### src/rtl/data_memory_arbiter_pkg.sv
// rtl/data_memory_arbiter_pkg.sv - shared state encoding, arbitration modes and bus width defaults
package data_memory_arbiter_pkg;

    localparam int ADDR_W_DEF = 10;
    localparam int DATA_W_DEF = 8;

    localparam int PRIO_RR    = 0;
    localparam int PRIO_FIXED = 1;

    typedef enum logic [1:0] {
        IDLE   = 2'd0,
        ADDR   = 2'd1,
        ACCESS = 2'd2,
        DONE   = 2'd3
    } arb_state_e;

endpackage

### src/rtl/data_memory_arbiter_arb_pick.sv
// rtl/data_memory_arbiter_arb_pick.sv - two-way request picker with last-served pointer
module data_memory_arbiter_arb_pick
    import data_memory_arbiter_pkg::*;
(
    input  logic clk,
    input  logic reset,
    input  logic req0,
    input  logic req1,
    input  logic mode,
    input  logic served_valid,
    input  logic served_idx,
    output logic grant_idx,
    output logic grant_valid
);

    logic last_q;
    logic last_d;

    always_comb begin
        last_d = last_q;
        if (served_valid) begin
            last_d = served_idx;
        end
    end

    // Reset as if requester 1 was served last so requester 0 takes the first tie.
    always_ff @(posedge clk or posedge reset) begin
        if (reset) begin
            last_q <= 1'b1;
        end else begin
            last_q <= last_d;
        end
    end

    always_comb begin
        grant_valid = req0 | req1;
        grant_idx   = 1'b0;
        if (req0 && req1) begin
            grant_idx = mode ? 1'b0 : ~last_q;
        end else if (req1) begin
            grant_idx = 1'b1;
        end
    end

endmodule

### src/rtl/data_memory_arbiter.sv
// rtl/data_memory_arbiter.sv - sequences two requesters onto the single-port data memory
// Optional grant/conflict counters: DATA_MEMORY_ARBITER_STATS_EN
module data_memory_arbiter
    import data_memory_arbiter_pkg::*;
#(
    parameter int PRIORITY_MODE = PRIO_RR,
    parameter int ACCESS_WAIT   = 1,
    parameter int ADDR_W        = ADDR_W_DEF,
    parameter int DATA_W        = DATA_W_DEF
) (
    input  logic              clk,
    input  logic              reset,
    input  logic              req0,
    input  logic              we0,
    input  logic [ADDR_W-1:0] addr0,
    input  logic [DATA_W-1:0] wdata0,
    output logic              ack0,
    input  logic              req1,
    input  logic              we1,
    input  logic [ADDR_W-1:0] addr1,
    input  logic [DATA_W-1:0] wdata1,
    output logic              ack1,
    output logic [DATA_W-1:0] rdata,
    output logic              busy,
    output logic [ADDR_W-1:0] mem_addr,
    output logic [DATA_W-1:0] mem_wdata,
    output logic              mem_addr_wr_enable,
    output logic              mem_read_enable,
    output logic              mem_wr_enable,
`ifdef DATA_MEMORY_ARBITER_STATS_EN
    output logic [15:0]       grant_cnt0,
    output logic [15:0]       grant_cnt1,
    output logic [7:0]        conflict_cnt,
`endif
    input  logic [DATA_W-1:0] mem_rdata
);

    localparam logic [2:0] WAIT_LOAD = 3'(ACCESS_WAIT - 1);

    arb_state_e        state_q, state_d;
    logic              we_q, we_d;
    logic              sel_q, sel_d;
    logic [ADDR_W-1:0] addr_q, addr_d;
    logic [DATA_W-1:0] wdata_q, wdata_d;
    logic [DATA_W-1:0] rdata_q, rdata_d;
    logic [2:0]        wait_q, wait_d;
    logic              grant_idx;
    logic              grant_valid;

    data_memory_arbiter_arb_pick u_arb_pick (
        .clk          (clk),
        .reset        (reset),
        .req0         (req0),
        .req1         (req1),
        .mode         (PRIORITY_MODE == PRIO_FIXED),
        .served_valid (state_q == DONE),
        .served_idx   (sel_q),
        .grant_idx    (grant_idx),
        .grant_valid  (grant_valid)
    );

    always_comb begin
        state_d = state_q;
        we_d    = we_q;
        sel_d   = sel_q;
        addr_d  = addr_q;
        wdata_d = wdata_q;
        rdata_d = rdata_q;
        wait_d  = wait_q;
        case (state_q)
            IDLE: begin
                // The request is committed here; later req changes cannot abort it.
                if (grant_valid) begin
                    sel_d   = grant_idx;
                    we_d    = grant_idx ? we1 : we0;
                    addr_d  = grant_idx ? addr1 : addr0;
                    wdata_d = grant_idx ? wdata1 : wdata0;
                    state_d = ADDR;
                end
            end
            ADDR: begin
                wait_d  = WAIT_LOAD;
                state_d = ACCESS;
            end
            ACCESS: begin
                if (wait_q == 3'd0) begin
                    if (!we_q) begin
                        rdata_d = mem_rdata;
                    end
                    state_d = DONE;
                end else begin
                    wait_d = wait_q - 3'd1;
                end
            end
            default: begin
                state_d = IDLE;
            end
        endcase
    end

    always_ff @(posedge clk or posedge reset) begin
        if (reset) begin
            state_q <= IDLE;
            we_q    <= 1'b0;
            sel_q   <= 1'b0;
            addr_q  <= '0;
            wdata_q <= '0;
            rdata_q <= '0;
            wait_q  <= 3'd0;
        end else begin
            state_q <= state_d;
            we_q    <= we_d;
            sel_q   <= sel_d;
            addr_q  <= addr_d;
            wdata_q <= wdata_d;
            rdata_q <= rdata_d;
            wait_q  <= wait_d;
        end
    end

    // Strobes decode straight from the state register so reset drops them at once.
    always_comb begin
        mem_addr_wr_enable = (state_q == ADDR);
        mem_read_enable    = (state_q == ACCESS) && !we_q;
        mem_wr_enable      = (state_q == ACCESS) && we_q;
        ack0               = (state_q == DONE) && !sel_q;
        ack1               = (state_q == DONE) && sel_q;
        busy               = (state_q != IDLE);
    end

    assign mem_addr  = addr_q;
    assign mem_wdata = wdata_q;
    assign rdata     = rdata_q;

`ifdef DATA_MEMORY_ARBITER_STATS_EN
    logic [15:0] gcnt0_q, gcnt0_d;
    logic [15:0] gcnt1_q, gcnt1_d;
    logic [7:0]  ccnt_q, ccnt_d;

    always_comb begin
        gcnt0_d = gcnt0_q;
        gcnt1_d = gcnt1_q;
        ccnt_d  = ccnt_q;
        if (ack0 && (gcnt0_q != 16'hFFFF)) begin
            gcnt0_d = gcnt0_q + 16'd1;
        end
        if (ack1 && (gcnt1_q != 16'hFFFF)) begin
            gcnt1_d = gcnt1_q + 16'd1;
        end
        if ((state_q == IDLE) && req0 && req1 && (ccnt_q != 8'hFF)) begin
            ccnt_d = ccnt_q + 8'd1;
        end
    end

    always_ff @(posedge clk or posedge reset) begin
        if (reset) begin
            gcnt0_q <= 16'd0;
            gcnt1_q <= 16'd0;
            ccnt_q  <= 8'd0;
        end else begin
            gcnt0_q <= gcnt0_d;
            gcnt1_q <= gcnt1_d;
            ccnt_q  <= ccnt_d;
        end
    end

    assign grant_cnt0   = gcnt0_q;
    assign grant_cnt1   = gcnt1_q;
    assign conflict_cnt = ccnt_q;
`endif

endmodule

### config.mk
export PLATFORM = sky130hd
export DESIGN_NAME = data_memory_arbiter
export DESIGN_NICKNAME = d
export VERILOG_FILES = /design/src/rtl/data_memory_arbiter_pkg.sv /design/src/rtl/data_memory_arbiter_arb_pick.sv /design/src/rtl/data_memory_arbiter.sv
export SDC_FILE = /design/constraint.sdc
export NUM_CORES = 1
export LEC_CHECK = 0
export CAP_MARGIN = 20
export CORE_ASPECT_RATIO = 1.25
export CORE_UTILIZATION = 40
export CTS_BUF_LIST = sky130_fd_sc_hd__clkbuf_8
export DETAILED_ROUTE_END_ITERATION = 10
export MAX_ROUTING_LAYER = met4
export PLACE_DENSITY = 0.9
export REMOVE_ABC_BUFFERS = 1
export SYNTH_ARGS = -nofsm -noshare
export SYNTH_HDL_FRONTEND = slang
export SYNTH_HIERARCHICAL = 1
export SYNTH_SLANG_ARGS = --single-unit
export TNS_END_PERCENT = 1
### constraint.sdc
create_clock -name clk -period 2 [get_ports clk]
set_input_delay 0.5 -clock clk [delete_from_list [all_inputs] [get_ports clk]]
set_output_delay 0.5 -clock clk [all_outputs]
set_load 0.01 [all_outputs]
==> results by group, run 1 <==
STA
  • RSZ-0062 raised after global routing: false
  • Final setup vio count: 0
  • Count of final hold-check violations: 0
  • Clk_skew: 0.00424 ns
  • Crit path time final: 1.93 ns
  • Final max-slew violation count: 0
  • Period utilization: 96.7%
  • Max Clk Rate: between 500 and 600 MHz

Clocking
  • CTS H-Tree Depth: 2
  • TritonCTS Buffers: 5
  • Clock latency on the worst-skew pair: between 0.2 and 0.3 ns
  • Sink Count: 34
  • CTS tree: done
  • Clock buffer depth: 2
  • Root Buffer: clkbuf_8
  • Hold_buf cts: 0
  • Clk slew on worst S/H paths: 0.07 ns

Global routing
  • First-pass GRT wire length: between 6000 and 7000 um
  • Vias in the first global route: 1347
  • Total track usage: 19.0%
  • Remaining global-route overflow: 0
  • Largest net degree at the start of global routing: 34
  • Antenna violations before repair: 0

Detailed routing
  • Mean routed wirelength per cell: ~13 um
  • Vias after detailed routing: 1381
  • Vias/cell: roughly 4.7
  • DR DRC count: 0
  • Final wirelength: about 3900 um
  • Antenna viol nets, final: 0
  • First-pass DRT Iterations: 2
  • 1st-iter DRT viols: 36

Place
  • Placer Congestion: between 0.8 and 0.9
  • Placed insts: 285
  • I/O Buffers: 81
  • Post-DP HPWL: 2840 um

Finish
  • Proportion of layout cells with a drive suffix above 1: between 10% and 20%
  • Post-Layout Cell Count: roughly 300
  • Area Overhead vs Synth: 61.8%
  • Final core occ: 67.1%
  • Ant. Diodes: 0
  • Fin nets: 296

Setup path
  • Critical path endpoint category: primary output
  • Internal reg-to-reg setup slack: 0.38 ns
  • Worst path max stage delay: 0.44 ns
  • Reg-to-reg startpoint: wait_q[0]
  • Reg2Reg Depth: 6
  • Kind of critical path: reg -> out
  • Cells along the critical path: inv_1 -> ha_1 -> inv_1 -> dlygate4sd2_1
  • CP max stage cell: dfrtp_2
  • WP data required: 1.50 ns
  • Worst-path fanout max: 5
  • Critical path data arrival time: between 1 and 1.5 ns
  • Crit path top cell by count: inv_1
  • Crit path launch type: flop
  • Crit Reg-Reg Endpoint: state_q[1]

Logic synthesis
  • Avg Cell Area, Syn: 11.5 um2
  • Syn Std Cell Area: 0.00169 mm2
  • Synthesis-stage register bit count: 34
  • Top post-synthesis cells by area: dfrtp_1, mux2i_1, mux2_2
  • Ys Warns: 6
  • Yosys top cell area share: 49.0%
  • Gate count of the mapped netlist: between 100 and 150
  • Sequential share of the synthesized area: 50.5%
  • Top cell type by total area after synthesis: dfrtp_1
  • Post-synthesis cell type count: 24

Floorplanning
  • Core footprint: 0.00407 mm2
  • Die area: 0.00448 mm2
  • DIE HEIGHT: 74.6 um
  • Initial Utilization: 41.5%
  • I/O pin total: 82
  • Die X: 60.1 um
  • FP Rows: 26

Status
  • Status: completed

Min path
  • Min-delay src: rdata[1]
  • Worst Hold Depth: 1
  • HP Class: reg -> reg
  • Hold Crit Endpoint: rdata[1]

Flow run
  • Max Cap Viol: 0

Power
  • Power Dens Cells: 1420 mW/mm2
  • Leak pwr: 1.21 nW
  • Max IR drop VDD: 0.000831 V
[timing repair]
action / CTS / global route
resized for setup: 7 / 3
buffers inserted: 1 / 2
endpoints found under the setup margin: 6 / 2
endpoints found under the hold margin: 0 / 0
[cells in the mapped netlist]
master and number:
a21oi_1 20, a21oi_2 1, and2_1 4, buf_2 3
buf_4 1, buf_6 3, conb_1 1, dfrtp_1 33
dfstp_2 1, ha_1 7, inv_1 10, mux2_2 10
mux2_4 1, mux2i_1 23, nand2_1 1, nand2_4 1
nor2_1 19, nor2b_1 1, nor2b_2 1, nor2b_4 1
o21ai_0 1, o32ai_2 1, or2_2 1, or2b_1 2
[power by group]
group / internal, mW / switching, mW
clock: 0.367 / 0.255
combinational: 1.15 / 0.860
sequential: 1.04 / 0.191
total: 2.56 / 1.31
[stage by stage]
step | total power, mW | hold slack [ns] | setup TNS (ns) | instance area (um2) | setup slack (ns)
CTS | 3.87 | 0.512 | -0.127 | 2710 | -0.127
global route | 4.14 | 0.528 | 0 | 2730 | 0.00220
finish | 3.86 | 0.509 | 0 | 2730 | 0.0659
floorplan | 2.21 | 0.390 | 0 | 1630 | 0.00983
global placement | 3.15 | 0.485 | 0 | 2600 | 0.0837
detailed placement | 3.22 | 0.494 | 0 | 2600 | 0.0390
[how the worst max path moves through the flow]
stage	cells past startpoint	to	from	slack [ns]
after floorplan	4	sel_q	state_q[0]	0.01
after global placement	4	mem_read_enable	state_q[0]	0.08
after detailed placement	6	mem_addr[0]	req1	0.04
after CTS	3	ack0	state_q[1]	-0.13
after global routing	4	busy	state_q[1]	0.002
final	4	busy	state_q[1]	0.07
[state kept, by name (all words and copies together) (netlist names)]
register and count:
mem_addr 10, mem_wdata 8, rdata 8, wait_q 3
state_q 2, sel_q 1, u_arb_pick/last_q 1, we_q 1
[worst max-delay path, delay by kind of cell (launching register included)]
family / cells / cell delay, ns
buffers and inverters: 3 / 0.48
flip-flops: 1 / 0.44
adder cells (fa/ha/maj): 1 / 0.23
[layout make-up]
class                   count  area (um2)
clock buffers               5        68.8
multi-input cells          96         743
flip-flops and latches     34         853
well taps                  56        70.1
fillers                   332        1340
clock inverters             3        40.0
repair buffers             92         916
inverters                  10        37.5
[routing by layer]
| layer | global-route usage, % | vias up | routed length [um] |
|---|---|---|---|
| li1 | - | 674 | - |
| met1 | 20.2 | 649 | 1540 |
| met2 | 33.8 | 53 | 2110 |
| met3 | 5.39 | 5 | 196 |
| met4 | 5.43 | 0 | 43 |
| met5 | - | - | 0 |
[kinds of logic (layout without fill, tap and decap cells)]
| kind of cell | after synthesis | count (layout) | synth area share (%) |
|---|---|---|---|
| compound gates | 23 | 23 | 7.72 |
| simple gates | 31 | 31 | 9.57 |
| flops | 34 | 34 | 50.5 |
| mux | 34 | 34 | 21.2 |
| other cells | 1 | 1 | 0.222 |
| fa+ha+maj | 7 | 7 | 5.19 |
| buf+inv | 17 | 110 | 5.56 |
[cell usage in the layout (no fill, tap or decap)]
cell type and n:
a21oi_1 20, a21oi_2 1, and2_1 4, buf_12 2, buf_4 9, bufinv_16 1, clkbuf_8 5, clkdlybuf4s15_1 1
clkdlybuf4s50_1 75, clkinv_2 2, conb_1 1, dfrtp_1 32, dfrtp_2 1, dfstp_2 1, dlygate4sd2_1 4, dlymetal6s2s_1 1
ha_1 6, ha_2 1, inv_1 9, inv_2 1, mux2_2 10, mux2_4 1, mux2i_1 23, nand2_1 1
nand2_4 1, nor2_1 19, nor2b_1 1, nor2b_2 1, nor2b_4 1, o21ai_0 1, o32ai_2 1, or2_2 1
or2b_1 2
Power figures use the tool's default switching activity.
==> inputs of run 2 (changes only) <==
--- a/config.mk
+++ b/config.mk
@@ -13,6 +13,7 @@
 export MAX_ROUTING_LAYER = met4
 export PLACE_DENSITY = 0.9
 export REMOVE_ABC_BUFFERS = 1
+export SKIP_CTS_REPAIR_TIMING = 1
 export SYNTH_ARGS = -nofsm -noshare
 export SYNTH_HDL_FRONTEND = slang
 export SYNTH_HIERARCHICAL = 1
==> results by group, run 2 (synthesized netlist as in run 1, its figures left out) <==
Global routing
  • Total track usage: 18.9% (was 19.0%)
  • Vias in the first global route: 1345 (was 1347)
  • Antenna violations before repair: 0 (unchanged)
  • Remaining global-route overflow: 0 (unchanged)
  • First-pass GRT wire length: 5980 um (was 6010 um)
  • Largest net degree at the start of global routing: 34 (unchanged)

Clocking
  • TritonCTS Buffers: 5 (unchanged)
  • Sink Count: 34 (unchanged)
  • Clk slew on worst S/H paths: 0.07 ns (about the same)
  • Root Buffer: clkbuf_8 (unchanged)
  • Clock buffer depth: 2 (unchanged)
  • CTS H-Tree Depth: 2 (unchanged)
  • CTS tree: done (unchanged)
  • Clock latency on the worst-skew pair: 0.29 ns (was 0.28 ns)

Floorplanning
  • DIE HEIGHT: 74.6 um (unchanged)
  • I/O pin total: 82 (unchanged)
  • FP Rows: 26 (unchanged)
  • Initial Utilization: 41.5% (unchanged)
  • Die area: 0.00448 mm2 (unchanged)
  • Core footprint: 0.00407 mm2 (unchanged)
  • Die X: 60.1 um (unchanged)

Setup path
  • Reg-to-reg startpoint: wait_q[0] (unchanged)
  • Kind of critical path: reg -> out (unchanged)
  • Reg2Reg Depth: 6 (unchanged)
  • Internal reg-to-reg setup slack: 0.36 ns (was 0.38 ns)
  • CP endpoint: mem_read_enable (was busy)
  • Critical path data arrival time: 1.33 ns (was 1.43 ns)
  • Critical path endpoint category: primary output (unchanged)
  • CP Launch Point: state_q[0] (was state_q[1])
  • Crit Reg-Reg Endpoint: state_q[1] (unchanged)
  • WP data required: 1.50 ns (about the same)
  • Worst-path fanout max: 5 (unchanged)
  • Crit path launch type: flop (unchanged)

Finish
  • Area Overhead vs Synth: 61.5% (was 61.8%)
  • Design area: 0.00272 mm2 (was 0.00273 mm2)
  • Proportion of layout cells with a drive suffix above 1: 15.6% (was 16.7%)
  • Largest register FFs: 10 (unchanged)
  • Ant. Diodes: 0 (unchanged)
  • Commonest non-fill, non-tap cells in the layout: clkdlybuf4s50_1, dfrtp_1, mux2i_1 (unchanged)
  • Fin nets: 293 (was 296)
  • Commonest non-fill, non-tap cell in the layout: clkdlybuf4s50_1 (unchanged)

Place
  • Post-DP HPWL: 2840 um (unchanged)
  • Placed Area: 0.00260 mm2 (unchanged)
  • I/O Buffers: 81 (unchanged)
  • Placer Congestion: 0.816 (unchanged)
  • Dpl ws: 0.0390 ns (unchanged)

Detailed routing
  • DR DRC count: 0 (unchanged)
  • Final wirelength: 3860 um (was 3890 um)
  • Mean routed wirelength per cell: 13.2 um (was 13.1 um)
  • 1st-iter DRT viols: 46 (was 36)
  • Vias/cell: 4.67 (about the same)
  • Vias after detailed routing: 1368 (was 1381)
  • Antenna viol nets, final: 0 (unchanged)
  • First-pass DRT Iterations: 2 (unchanged)

STA
  • Worst setup margin: 0.170 ns (was 0.0659 ns)
  • Count of final hold-check violations: 0 (unchanged)
  • Hold WS: 0.507 ns (was 0.509 ns)
  • Setup TNS: 0 ns (unchanged)
  • Period utilization: 91.5% (was 96.7%)
  • Max Clk Rate: 546 MHz (was 517 MHz)
  • RSZ-0062 raised after global routing: false (unchanged)
  • Crit path time final: 1.83 ns (was 1.93 ns)
  • Clk_skew: 0.00417 ns (was 0.00424 ns)
  • Final max-slew violation count: 0 (unchanged)
  • Final setup vio count: 0 (unchanged)

Flow run
  • Max Cap Viol: 0 (unchanged)

Power
  • Leak pwr: 1.25 nW (was 1.21 nW)
  • Combinational fraction of design power: 51.9% (was 52.1%)
  • Switching fraction of total power: 33.7% (was 33.8%)
  • Register share of total power: 32.0% (was 31.8%)
  • Max IR drop VDD: 0.000834 V (was 0.000831 V)
  • Clk pwr share: 16.1% (about the same)
  • Power Dens Cells: 1410 mW/mm2 (was 1420 mW/mm2)
  • Net Sw Power: 1.30 mW (was 1.31 mW)
  • Pwr Total: 3.84 mW (was 3.86 mW)
  • Int Pwr: 2.54 mW (was 2.56 mW)

Min path
  • HP Class: reg -> reg (unchanged)

Status
  • Status: completed (unchanged)
==> run 2: final cells by class <==
class | instances | area, um2
well taps | 56 | 70.1
fillers | 339 | 1340
clock inverters | 3 | 40.0
flip-flops and latches | 34 | 853
multi-input cells | 96 | 743
repair buffers | 89 | 911
inverters | 10 | 37.5
clock buffers | 5 | 68.8
==> run 2: worst min path at each step <==
stage | startpoint | to | slack [ns] | depth (start not counted)
CTS | rdata[1] | rdata[1] | 0.51 | 1
global route | rdata[1] | rdata[1] | 0.53 | 1
detailed placement | rdata[1] | rdata[1] | 0.49 | 1
floorplan | reset | u_arb_pick/last_q | 0.39 | 1
finish | rdata[1] | rdata[1] | 0.51 | 1
global placement | rdata[3] | rdata[3] | 0.49 | 1
==> run 2: routing by layer <==
layer	part of all wire (%)	vias to the layer above	GRT usage, %
met1	40	641	20.0
met2	54	53	33.6
met4	1.1	0	5.43
met3	5.1	5	5.39
met5	0	-	-
li1	-	669	-
==> run 2: power groups by stage <==
stage	registers, mW	clock network [mW]	logic [mW]
floorplan	1.34	0	0.872
global placement	1.22	0	1.93
detailed placement	1.23	0	1.99
CTS	1.23	0.635	2.03
global route	1.27	0.663	2.17
finish	1.23	0.618	1.99
==> run 2: through the flow <==
step           util [%]  instances
3_5_place_dp       63.8        285
3_3_place_gp       63.8        285
6_report           67.0        293
4_1_cts            66.5        293
5_1_grt            67.0        293
2_1_floorplan         -        140
==> run 2: critical path, stage by stage, from the launching register on <==
cell and delay, ns:
dfrtp_1 0.42, inv_2 0.12, ha_2 0.21, nor2b_4 0.14, dlymetal6s2s_1 0.16
==> inputs of run 3 (changes only) <==
--- a/config.mk
+++ b/config.mk
@@ -13,6 +13,7 @@
 export MAX_ROUTING_LAYER = met4
 export PLACE_DENSITY = 0.9
 export REMOVE_ABC_BUFFERS = 1
+export SETUP_SLACK_MARGIN = 0.4
 export SKIP_CTS_REPAIR_TIMING = 1
 export SYNTH_ARGS = -nofsm -noshare
 export SYNTH_HDL_FRONTEND = slang
==> results by group, run 3 (synthesized netlist as in run 1, its figures left out) <==
Place
  • Placed Area: 0.00260 mm2 (unchanged)
  • Post-DP HPWL: 2840 um (unchanged)
  • Placer Congestion: 0.816 (unchanged)
  • I/O Buffers: 81 (unchanged)
  • Dpl ws: 0.0390 ns (unchanged)
  • Placed insts: 285 (unchanged)

Global routing
  • Remaining global-route overflow: 0 (unchanged)
  • Vias in the first global route: 1345 (unchanged)
  • First-pass GRT wire length: 5980 um (unchanged)
  • Antenna violations before repair: 0 (unchanged)
  • Largest net degree at the start of global routing: 34 (unchanged)
  • Total track usage: 18.9% (unchanged)

Finish
  • Design area: 0.00279 mm2 (was 0.00272 mm2)
  • Area Overhead vs Synth: 65.1% (was 61.5%)
  • Commonest non-fill, non-tap cells in the layout: clkdlybuf4s50_1, dfrtp_1, mux2i_1 (unchanged)
  • Final core occ: 68.5% (was 67.0%)
  • Fill count: 320 (was 339)
  • Register Area: 853 um2 (unchanged)
  • Commonest non-fill, non-tap cell in the layout: clkdlybuf4s50_1 (unchanged)
  • Largest register FFs: 10 (unchanged)
  • Post-Layout Cell Count: 297 (was 293)
  • Ant. Diodes: 0 (unchanged)
  • Proportion of layout cells with a drive suffix above 1: 20.3% (was 15.6%)
  • Fin nets: 297 (was 293)
  • Multi-input gate area: 783 um2 (was 743 um2)

Setup path
  • Critical path endpoint category: primary output (unchanged)
  • WP buf/inv: 2 (unchanged)
  • CP delay by family, top: flip-flops (unchanged)
  • Worst-path fanout max: 5 (unchanged)
  • Kind of critical path: reg -> out (unchanged)
  • WP data required: 1.50 ns (about the same)
  • CP max stage cell: dfrtp_2 (was dfrtp_1)
  • Critical path data arrival time: 1.29 ns (was 1.33 ns)
  • Cells along the critical path: buf_6 -> ha_4 -> and2_4 -> buf_6 (was inv_2 -> ha_2 -> nor2b_4 -> dlymetal6s2s_1)
  • Crit path top cell by count: buf_6
  • Crit path launch type: flop (unchanged)
  • Worst path max stage delay: 0.46 ns (was 0.42 ns)

STA
  • Final max-slew violation count: 0 (unchanged)
  • Crit path time final: 1.79 ns (was 1.83 ns)
  • Clk_skew: 0.00435 ns (was 0.00417 ns)
  • Hold WS: 0.506 ns (was 0.507 ns)
  • Max Clk Rate: 559 MHz (was 546 MHz)
  • Period utilization: 89.5% (was 91.5%)
  • Worst setup margin: 0.210 ns (was 0.170 ns)
  • Count of final hold-check violations: 0 (unchanged)
  • Final setup vio count: 0 (unchanged)
  • Setup TNS: 0 ns (unchanged)
  • RSZ-0062 raised after global routing: true (was false)

Clocking
  • Root Buffer: clkbuf_8 (unchanged)
  • CTS H-Tree Depth: 2 (unchanged)
  • CTS tree: done (unchanged)
  • Clock buffer depth: 2 (unchanged)
  • Clock latency on the worst-skew pair: 0.29 ns (about the same)
  • TritonCTS Buffers: 5 (unchanged)
  • Sink Count: 34 (unchanged)
  • Clk slew on worst S/H paths: 0.07 ns (about the same)

Status
  • Status: completed (unchanged)

Floorplanning
  • Die X: 60.1 um (unchanged)
  • Die area: 0.00448 mm2 (unchanged)
  • FP Rows: 26 (unchanged)
  • Core footprint: 0.00407 mm2 (unchanged)
  • DIE HEIGHT: 74.6 um (unchanged)
  • Initial Utilization: 41.5% (unchanged)
  • I/O pin total: 82 (unchanged)

Detailed routing
  • First-pass DRT Iterations: 2 (unchanged)
  • Antenna viol nets, final: 0 (unchanged)
  • 1st-iter DRT viols: 50 (was 46)
  • Mean routed wirelength per cell: 13.4 um (was 13.2 um)
  • DR DRC count: 0 (unchanged)
  • Vias/cell: 4.62 (was 4.67)
  • Vias after detailed routing: 1373 (was 1368)
  • Final wirelength: 3970 um (was 3860 um)

Power
  • Max IR drop VDD: 0.000826 V (was 0.000834 V)
  • Power Dens Cells: 1430 mW/mm2 (was 1410 mW/mm2)
  • Pwr Total: 3.98 mW (was 3.84 mW)
  • Leak pwr: 1.24 nW (was 1.25 nW)

Min path
  • HP Class: reg -> reg (unchanged)

Flow run
  • Max Cap Viol: 0 (unchanged)
-- run 3: changes by cell type in the layout (fill, tap and decap cells not counted), moves of 2 or more --
cell	previous run	this run
buf_4	6	8
buf_6	0	3
dlymetal6s2s_1	6	3
ha_1	6	3
ha_4	0	3
-- run 3: area by class of cell --
cell class	count	area share, %
clock buffer	5	2.47
clock inverter	3	1.44
inverter	10	1.35
multi-input combinational	96	28.1
sequential	34	30.6
tap	56	2.52
timing repair buffer	93	33.5
-- run 3: report_power, final --
part	switching [mW]	total (mW)	internal [mW]
sequential	0.198	1.24	1.04
combinational	0.900	2.13	1.23
clock	0.251	0.617	0.367
total	1.35	3.98	2.64
-- run 3: layer usage --
metal | vias to the layer above | part of all wire (%) | wire [um] | track usage, %
met5 | - | 0 | 0 | -
met4 | 0 | 1.8 | 72 | 5.43
met3 | 7 | 5.3 | 212 | 5.39
met2 | 59 | 53 | 2110 | 33.6
met1 | 631 | 40 | 1570 | 20.0
li1 | 676 | - | - | -
-- run 3: final timing paths --
check                           start           endpoint  slack, ns  cells past startpoint
min reg2reg                  rdata[1]           rdata[1]       0.51                      1
max                        state_q[1]      mem_wr_enable       0.21                      4
max reg2reg                 wait_q[0]         state_q[1]       0.35                      6
min in group asynchronous       reset  u_arb_pick/last_q       0.54                      2
max in group asynchronous       reset         state_q[1]       1.04                      3
min                          rdata[1]           rdata[1]       0.51                      1
